===== config.mk =====
export PLATFORM = sky130hd
export DESIGN_NAME = ec_engine_ctrl
export DESIGN_NICKNAME = d
export VERILOG_FILES = /design/src/rtl/ec_ctrl_pkg.sv /design/src/rtl/ec_engine_ctrl_inflight.sv /design/src/rtl/ec_engine_ctrl.sv
export SDC_FILE = /design/constraint.sdc
export NUM_CORES = 1
export LEC_CHECK = 0
export ABC_AREA = 1
export ABC_CLOCK_PERIOD_IN_PS = 3800
export CORE_MARGIN = 5
export CORE_UTILIZATION = 50
export DETAILED_ROUTE_END_ITERATION = 16
export GPL_ROUTABILITY_DRIVEN = 0
export PLACE_DENSITY = 0.78
export REMOVE_ABC_BUFFERS = 1
export SLEW_MARGIN = 30
export SYNTH_ARGS = -nofsm -noshare
export SYNTH_HDL_FRONTEND = slang
export SYNTH_SLANG_ARGS = --single-unit

===== constraint.sdc =====
create_clock -name clk -period 3.8 [get_ports clk]
set_input_delay 0.57 -clock clk [delete_from_list [all_inputs] [get_ports clk]]
set_output_delay 0.57 -clock clk [all_outputs]
set_load 0.005 [all_outputs]

===== src/rtl/ec_ctrl_pkg.sv =====
// Shared definitions for the erasure-coding engine job controller:
// state encoding, default timing parameters and the configuration legality check.
package ec_ctrl_pkg;

    typedef enum logic [2:0] {
        IDLE,
        LOAD,
        CALC,
        DRAIN,
        DONE
    } state_t;

    localparam int PIPE_LAT_DEF      = 3;
    localparam int PACKET_LENGTH_DEF = 2;

    // A job is rejected when it has no packets or a parity count outside [m_min, m_max].
    function automatic logic cfg_illegal(input int unsigned num_pkts,
                                         input int unsigned m,
                                         input int unsigned m_min,
                                         input int unsigned m_max);
        return (num_pkts == 0) || (m < m_min) || (m > m_max);
    endfunction

endpackage


===== src/rtl/ec_engine_ctrl_inflight.sv =====
// ec_inflight_tracker: follows beats through the engine pipeline so the output
// buffer write strobe appears exactly PIPE_LAT cycles after each issue.
module ec_inflight_tracker
    import ec_ctrl_pkg::*;
#(
    parameter int PIPE_LAT = PIPE_LAT_DEF
) (
    input  logic clk,
    input  logic rstn,
    input  logic clear,
    input  logic issue,
    output logic valid,
    output logic empty
);

    logic [PIPE_LAT-1:0] sr;
    logic [PIPE_LAT-1:0] remaining;

    always_ff @(posedge clk or negedge rstn) begin
        if (!rstn) begin
            sr <= '0;
        end else if (clear) begin
            sr <= '0;
        end else begin
            sr <= (sr << 1) | PIPE_LAT'(issue);
        end
    end

    // Beats still in flight once the one leaving this cycle has been written out.
    assign remaining = sr << 1;
    assign empty     = (remaining == '0);
    assign valid     = sr[PIPE_LAT-1];

endmodule


===== src/rtl/ec_engine_ctrl.sv =====
// ec_engine_ctrl: job-level sequencer for one erasure-coding encode job.
// Optional macro ENGINE_CTRL_PERF_EN adds perf_cycles / perf_stalls counters.
module ec_engine_ctrl
    import ec_ctrl_pkg::*;
#(
    parameter int K_MAX         = 128,
    parameter int M_MAX         = 128,
    parameter int M_MIN         = 2,
    parameter int PACKET_LENGTH = PACKET_LENGTH_DEF,
    parameter int PIPE_LAT      = PIPE_LAT_DEF,
    parameter int PKT_CNT_W     = 16,
    parameter int MREG_W        = $clog2(M_MAX + 1)
) (
    input  logic                 clk,
    input  logic                 rstn,
    input  logic                 start,
    input  logic                 abort,
    input  logic [PKT_CNT_W-1:0] num_pkts,
    input  logic [MREG_W-1:0]    m_reg,
    input  logic                 inbuff_empty,
    input  logic                 outbuff_afull,
    output logic                 eng_rstn,
    output logic                 cfg_wr_en,
    output logic                 inbuff_rd_en,
    output logic                 bm_rd_en,
    output logic                 calc_en,
    output logic                 outbuff_wr_en,
    output logic [M_MAX-1:0]     ch_en,
    output logic                 busy,
    output logic                 done,
    output logic                 aborted,
    output logic                 cfg_err
`ifdef ENGINE_CTRL_PERF_EN
    ,
    output logic [31:0]          perf_cycles,
    output logic [31:0]          perf_stalls
`endif
);

    localparam int BEAT_W = (PACKET_LENGTH > 1) ? $clog2(PACKET_LENGTH) : 1;

    if (PACKET_LENGTH < 1 || PIPE_LAT < 1 || K_MAX < 1 || M_MIN > M_MAX) begin : g_bad_params
        $error("ec_engine_ctrl: illegal parameter set");
    end

    state_t               state;
    logic [BEAT_W-1:0]    beat_cnt;
    logic [PKT_CNT_W-1:0] pkt_cnt;
    logic [PKT_CNT_W-1:0] last_pkt;
    logic                 issue;
    logic                 clear_inflight;
    logic                 inflight_empty;

    function automatic logic [M_MAX-1:0] channel_mask(input logic [MREG_W-1:0] m);
        logic [M_MAX-1:0] mask;
        for (int i = 0; i < M_MAX; i++) mask[i] = (i < int'(m));
        return mask;
    endfunction

    // Issue is combinational so the buffers see the read strobe in the cycle the flags allow it.
    assign issue          = (state == CALC) && !inbuff_empty && !outbuff_afull;
    assign inbuff_rd_en   = issue;
    assign bm_rd_en       = issue;
    assign calc_en        = issue;
    assign clear_inflight = abort && (state != IDLE);

    ec_inflight_tracker #(
        .PIPE_LAT (PIPE_LAT)
    ) u_inflight (
        .clk   (clk),
        .rstn  (rstn),
        .clear (clear_inflight),
        .issue (issue),
        .valid (outbuff_wr_en),
        .empty (inflight_empty)
    );

    always_ff @(posedge clk or negedge rstn) begin
        if (!rstn) begin
            state     <= IDLE;
            beat_cnt  <= '0;
            pkt_cnt   <= '0;
            last_pkt  <= '0;
            eng_rstn  <= 1'b0;
            cfg_wr_en <= 1'b0;
            ch_en     <= '0;
            busy      <= 1'b0;
            done      <= 1'b0;
            aborted   <= 1'b0;
            cfg_err   <= 1'b0;
        end else begin
            // NOTE: pulse outputs default low every cycle; only the branch that fires raises them.
            cfg_wr_en <= 1'b0;
            done      <= 1'b0;
            aborted   <= 1'b0;
            cfg_err   <= 1'b0;

            if (abort && state != IDLE) begin
                state    <= IDLE;
                aborted  <= 1'b1;
                eng_rstn <= 1'b0;
                busy     <= 1'b0;
                ch_en    <= '0;
            end else begin
                case (state)
                    IDLE: begin
                        if (start) begin
                            if (cfg_illegal(32'(num_pkts), 32'(m_reg), M_MIN, M_MAX)) begin
                                cfg_err <= 1'b1;
                            end else begin
                                state     <= LOAD;
                                cfg_wr_en <= 1'b1;
                                eng_rstn  <= 1'b1;
                                busy      <= 1'b1;
                            end
                        end
                    end
                    LOAD: begin
                        state    <= CALC;
                        last_pkt <= num_pkts - PKT_CNT_W'(1);
                        beat_cnt <= '0;
                        pkt_cnt  <= '0;
                        ch_en    <= channel_mask(m_reg);
                    end
                    CALC: begin
                        if (issue) begin
                            if (beat_cnt == BEAT_W'(PACKET_LENGTH - 1)) begin
                                beat_cnt <= '0;
                                if (pkt_cnt == last_pkt) state <= DRAIN;
                                else                     pkt_cnt <= pkt_cnt + PKT_CNT_W'(1);
                            end else begin
                                beat_cnt <= beat_cnt + BEAT_W'(1);
                            end
                        end
                    end
                    DRAIN: begin
                        if (inflight_empty) begin
                            state <= DONE;
                            done  <= 1'b1;
                        end
                    end
                    DONE: begin
                        state    <= IDLE;
                        eng_rstn <= 1'b0;
                        busy     <= 1'b0;
                        ch_en    <= '0;
                    end
                    default: state <= IDLE;
                endcase
            end
        end
    end

`ifdef ENGINE_CTRL_PERF_EN
    always_ff @(posedge clk or negedge rstn) begin
        if (!rstn) begin
            perf_cycles <= '0;
            perf_stalls <= '0;
        end else if (state == LOAD) begin
            perf_cycles <= '0;
            perf_stalls <= '0;
        end else if (state == CALC || state == DRAIN) begin
            if (perf_cycles != '1) perf_cycles <= perf_cycles + 32'd1;
            if (state == CALC && !issue && perf_stalls != '1) perf_stalls <= perf_stalls + 32'd1;
        end
    end
`endif

endmodule


==> out/metrics.yaml, run 1 <==
outcome: "finished clean"
drc: 0
hp-class: "in -> async"
cts_tree: "built"
setup_viol: 0
antenna_left: 0
yosysWarnings: 0
htree_levels: 4
hold_buffers: 0
vias_per_cell: 5.332
layout_commonest_cell: "nand2_1"
crit_path_frequent_cell: "inv_1"
clk_pin_slew_ns: 0.06
skew_ns: 0.006059
grt_antenna_before_repair: 0
path_max_fanout: 18
rows: 46
netlist_instances: 1025
max_stage_delay_ns: 0.50
worstPathCellList: "inv_1 > nand3_4 > clkinv_4 > nand3_1 > inv_1 > clkdlybuf4s50_1"
placed_area_sq_um: 9945
grt_max_degree: 104
final_cell_mix: "nand2_1, dfrtp_1, clkdlybuf4s50_1"
ioPinCount: 168
routedWlPerCell_um: 17.20
p_leak_uw: 0.005106
arrival_ns: 2.08
period_minus_slack_ns: 2.650
ir_worst_vdd_uv: 552.5
antenna_cells: 0
clock_sinks: 172
grt_pass1_vias: 7438
fp.dieH_um: 137.8
critical-path-top-delay-family: "buffers and inverters"
cp-start-kind: "register"
ys_ff_latch: 172
report.final.slew_viol_count: 0
crit_path_top_delay_cell: "clkdlybuf4s50_1"
firstDrtPassIters: 7
max_slew.worst_pin.slew_ns: 0.9902
worstSkewPairLatency_ns: 0.43
grt-ovfl-total: 0
die_x_um: 137.8
dp_hpwl_um: 16430
cts_root_buf: "clkbuf_16"
num_vias: 7481
yosysSeqAreaShare_pct: 52.73
worst-setup-path-type: "reg -> out"
fmax_mhz: 377.3
grt_pass1_wl_um: 39090
cts_setup_buffers: 0
fin_area_sq_um: 10570
syn_area_per_cell_sq_um: 7.964
p_per_area_nw_per_um2: 756.1
critPathCaptureType: "output pin"
track_usage_pct: 26.45
drtIter0Drc: 743
relSlewSlack_pct: 33.54
die_area_sq_um: 18980
start_util_pct: 51.20
ctsResizeCount: 0
cts_buffers: 17
fin_nets: 1207
cap_violations: 0
grt_setup_unrepaired: "false"
crit_buf_inv: 4
wl_um: 24130
core_area_sq_um: 15940
hold_viol: 0
synth_area_sq_um: 8163
cp.required_ns: 3.23
ys_types: 35
area_delta_synth_final_pct: 29.52
clockBufferDepth: 2
period_share_pct: 69.74
io_buffers: 167
drive_gt1_share_pct: 6.740
tns_ns: 0
layout make-up:
cell class	count	area, sq um
tap	216	270.3
timing repair buffer	173	1745
sequential	172	4304
multi-input combinational	726	3306
clock inverter	10	151.4
clock buffer	22	474.2
inverter	84	321.6
fill	1331	5370
power by group:
part | internal (uW) | switching (uW) | leakage (uW)
sequential | 2530 | 465 | 0.00229
combinational | 1530 | 1600 | 0.00251
clock | 1100 | 761 | 0.000300
total | 5160 | 2830 | 0.00511
sequential cells by signal, indices dropped and copies added, names as in the netlist:
register	count
beat_cnt	1
aborted	1
cfg_wr_en	1
last_pkt	16
ch_en	128
pkt_cnt	16
done	1
cfg_err	1
busy	1
u_inflight.sr	3
state	3
cells by family (layout without fill, tap and decap cells):
| kind of cell | after synthesis | count (layout) | synth area share, % |
|---|---|---|---|
| simple gates | 555 | 555 | 28.39 |
| flops | 172 | 172 | 52.73 |
| compound gates | 152 | 152 | 9.933 |
| buf+inv | 127 | 289 | 6.775 |
| xor+xnor | 16 | 16 | 1.717 |
| fa+ha+maj | 3 | 3 | 0.4599 |
stage by stage:
step	std cells	setup slack, ns	util, %	hold WS (ns)	power [uW]
detailed placement	1371	0.9558	62.38	0.4617	6137
global placement	1371	0.9535	62.38	0.4618	6083
floorplan	982	0.8740	-	0.2744	4235
CTS	1403	1.133	66.30	0.2959	8038
global route	1403	1.029	66.32	0.2815	8505
finish	1403	1.150	66.32	0.2026	7994
layer usage:
| metal | routed length, um | GRT usage, % |
|---|---|---|
| met1 | 9716 | 33.99 |
| met3 | 2455 | 9.898 |
| met2 | 11510 | 41.92 |
| met5 | 0 | 0 |
| met4 | 446 | 7.849 |
worst reg2reg max path, cell delays in order (launching register included):
cell and delay [ns]:
dfrtp_1 0.44, nor3_2 0.22, nand2_1 0.26, nor2_1 0.56
o21ai_0 0.30, o211ai_1 0.18
final timing paths:
kind / cells past startpoint / slack (ns) / startpoint / to
worst min register to register: 2 / 0.48 / ch_en[15] / ch_en[15]
max in group asynchronous: 2 / 2.74 / rstn / ch_en[59]
min in group clk: 2 / 0.48 / ch_en[15] / ch_en[15]
worst max register to register: 5 / 1.75 / state[1] / ch_en[17]
worst min-delay path: 1 / 0.20 / rstn / aborted
worst max-delay path: 6 / 1.15 / state[0] / inbuff_rd_en
synthesized netlist by cell type (all sizes together):
| library cell | instances | area [sq um] |
|---|---|---|
| nand2 | 357 | 1428 |
| dfrtp | 172 | 4304 |
| nor2 | 145 | 590.6 |
| o21ai | 128 | 640.6 |
| inv | 83 | 311.6 |
| nand3 | 38 | 202.7 |
| buf | 32 | 191.4 |
| clkbuf | 11 | 41.29 |
| nor3 | 11 | 70.07 |
| o211ai | 11 | 82.58 |
| xor2 | 11 | 96.34 |
| xnor2 | 5 | 43.79 |
| a21oi | 4 | 20.02 |
| a31oi | 3 | 18.77 |
| ha | 3 | 37.54 |
| nand4 | 3 | 18.77 |
| a22o | 2 | 17.52 |
| a22oi | 2 | 15.01 |
| a21boi | 1 | 7.510 |
| a311oi | 1 | 8.760 |
| clkinv | 1 | 8.760 |
| nor3b | 1 | 7.510 |
No activity file was read; power rests on OpenSTA's default activity.
==> run 2, diff against run 1 <==
ABC_CLOCK_PERIOD_IN_PS = 2400   (was 3800)
CORE_UTILIZATION = 47   (was 50)
PLACE_DENSITY = 0.77   (was 0.78)
clock period = 2.4 ns   (was 3.8 ns; I/O delays follow)
==> out/metrics.yaml, run 2 (synthesized netlist as in run 1, its figures left out) <==
outcome: "finished clean"  # unchanged
r2r_start: "state[1]"  # unchanged
setup_viol: 0  # unchanged
grt_antenna_before_repair: 0  # unchanged
p_clk_share_pct: 21.9  # was 23.3%
hold_end: "ch_en[15]"
period_minus_slack_ns: 2.236
layout_commonest_cell: "nand2_1"  # unchanged
period_share_pct: 93.17
p_per_area_nw_per_um2: 1169  # was 756.1 nW/um^2
reg_top3: "ch_en (128), last_pkt (16), pkt_cnt (16)"  # unchanged
core_area_sq_um: 17180  # was 15,940 sq um
grt_setup_unrepaired: "false"  # unchanged
wl_um: 24440  # was 24,130 um
drive_gt1_share_pct: 8.588  # was 6.740%
antenna_left: 0  # unchanged
firstDrtPassIters: 6  # was 7
crit_path_frequent_cell: "inv_1"  # unchanged
tns_ns: 0  # unchanged
p_sw_share_pct: 36.05  # was 35.41%
die_area_sq_um: 20100  # was 18,980 sq um
area_delta_synth_final_pct: 31.76  # was 29.52%
cp.required_ns: 2.04  # was 3.23 ns
htree_levels: 4  # unchanged
drtIter0Drc: 642  # was 743
hold_path_depth: 2
num_vias: 7501  # was 7,481
largest_register_ffs: 128  # unchanged
skew_ns: 0.008467  # was 0.006059 ns
seqPwrFrac_pct: 38.0  # was 37.5%
ff2ff_path_depth: 7  # was 5
p_total_uw: 12580  # was 7994 uW
max_stage_delay_ns: 0.51  # was 0.50 ns
cts_buffers: 17  # unchanged
grt_pass1_vias: 7426  # was 7,438
cp-start-kind: "register"  # unchanged
arrival_ns: 1.88  # was 2.08 ns
r2r_slack_ns: 0.35  # was 1.75 ns
hold_start: "ch_en[15]"
cts_root_buf: "clkbuf_16"  # unchanged
io_buffers: 167  # unchanged
ctsResizeCount: 0  # unchanged
place_ws_ns: 0.1245  # was 0.9558 ns
drc: 0  # unchanged
grt_max_degree: 66  # was 104
fin_ws_ns: 0.1638  # was 1.150 ns
antenna_cells: 0  # unchanged
fin_nets: 1231  # was 1,207
relSlewSlack_pct: 40.34  # was 33.54%
crit_path_top_delay_cell: "clkdlybuf4s50_1"  # unchanged
top_register: "ch_en"  # unchanged
hp-class: "reg -> reg"  # was in -> async
critical-path-top-delay-family: "buffers and inverters"  # unchanged
worstPathCellList: "inv_1 > nand3_4 > clkinv_4 > nand3_1 > inv_1 > clkdlybuf4s50_1"  # unchanged
p_comb_share_pct: 40.1  # was 39.2%
fp.dieH_um: 141.8  # was 137.8 um
start_util_pct: 47.52  # was 51.20%
report.final.slew_viol_count: 0  # unchanged
crit_buf_inv: 4  # unchanged
rows: 48  # was 46
worst-setup-path-type: "reg -> out"  # unchanged
clockBufferDepth: 2  # unchanged
clk_pin_slew_ns: 0.07  # was 0.06 ns
grt-ovfl-total: 0  # unchanged
p_leak_uw: 0.005220  # was 0.005106 uW
ir_worst_vdd_uv: 749.1  # was 552.5 uV
cap_violations: 0  # unchanged
clock_sinks: 172  # unchanged
rr_endpoint: "ch_en[97]"  # was ch_en[17]
intPower_uw: 8044  # was 5164 uW
worstSkewPairLatency_ns: 0.43  # about the same
path_max_fanout: 4  # was 18
track_usage_pct: 24.80  # was 26.45%
critPathCaptureType: "output pin"  # unchanged
die_x_um: 141.8  # was 137.8 um
hold_viol: 0  # unchanged
routedWlPerCell_um: 17.02  # was 17.20 um
grt_pass1_wl_um: 39280  # was 39,090 um
p_switching_uw: 4534  # was 2830 uW
max_slew.worst_pin.slew_ns: 0.8890  # was 0.9902 ns
dp_hpwl_um: 17090  # was 16,430 um
final_cell_mix: "nand2_1, dfrtp_1, clkdlybuf4s50_1"  # unchanged
ioPinCount: 168  # unchanged
fmax_mhz: 447.2
cts_tree: "built"  # unchanged
vias_per_cell: 5.224  # was 5.332
run 2: cell types whose count changed in the layout (fill, tap and decap cells not counted), sizes merged:
cell | previous run | this run
buf | 6 | 30
bufinv | 3 | 1
clkbuf | 23 | 20
clkinv | 3 | 4
clkinvlp | 2 | 0
dlygate4sd3 | 0 | 1
inv | 86 | 91
run 2: layout make-up:
class | count | area, sq um
fill | 1471 | 6421
sequential | 172 | 4304
multi-input combinational | 726 | 3306
timing repair buffer | 197 | 1963
clock buffer | 20 | 456.7
inverter | 84 | 321.6
tap | 225 | 281.5
clock inverter | 12 | 122.6
run 2: stage by stage:
stage                     hold WS, ns  instance area [sq um]  instances  utilization [%]
after floorplan               0.06441                   7930        982                -
after global placement         0.4169                  10160       1402            59.14
after detailed placement       0.4192                  10160       1402            59.14
after CTS                      0.4844                  10760       1436            62.62
after global routing           0.4958                  10760       1436            62.62
final                          0.4809                  10760       1436            62.62
run 2: per-layer routing:
layer | global-route usage, % | part of all wire [%] | vias up
met5 | 0 | 0 | -
met4 | 8.283 | 2.9 | 0
met3 | 7.718 | 8.6 | 54
met2 | 38.62 | 47 | 311
met1 | 33.10 | 41 | 3572
li1 | - | - | 3564
run 2: how the worst max path moves through the flow:
stage | from | to | slack, ns | depth (start not counted)
final | state[0] | calc_en | 0.16 | 6
after global routing | state[2] | calc_en | 0.06 | 6
after CTS | state[0] | calc_en | 0.15 | 6
after detailed placement | m_reg[7] | ch_en[16] | 0.12 | 7
after global placement | m_reg[7] | ch_en[17] | 0.21 | 7
after floorplan | state[1] | ch_en[2] | -0.52 | 7
run 2: what timing repair did:
item,4_1_cts,5_1_grt
hold buffers,1,0
endpoints found under the setup margin,3,0
setup buffers,1,0
hold endpoints to repair,60,0
run 2: power by group through the flow:
| stage | combinational [uW] | clock [uW] | sequential, uW |
|---|---|---|---|
| final | 5040 | 2760 | 4770 |
| after global routing | 5570 | 2920 | 4900 |
| after CTS | 5100 | 2790 | 4760 |
| after detailed placement | 5060 | 0 | 4760 |
| after global placement | 4960 | 0 | 4770 |
| after floorplan | 1890 | 0 | 4680 |
run 2: worst register-to-register path, stage by stage, from the launching register on:
cell and delay, ns:
dfrtp_1 0.44, nor3_2 0.22, nand2_1 0.19, inv_2 0.26, nand2_4 0.20, nor2_4 0.31
o21ai_0 0.20, o211ai_1 0.15
==> run 3, diff against run 2 <==
SLEW_MARGIN = default   (was 30)
==> results of run 3 <==
Same layout as run 2: the final DEF is identical, and so are final timing and power.
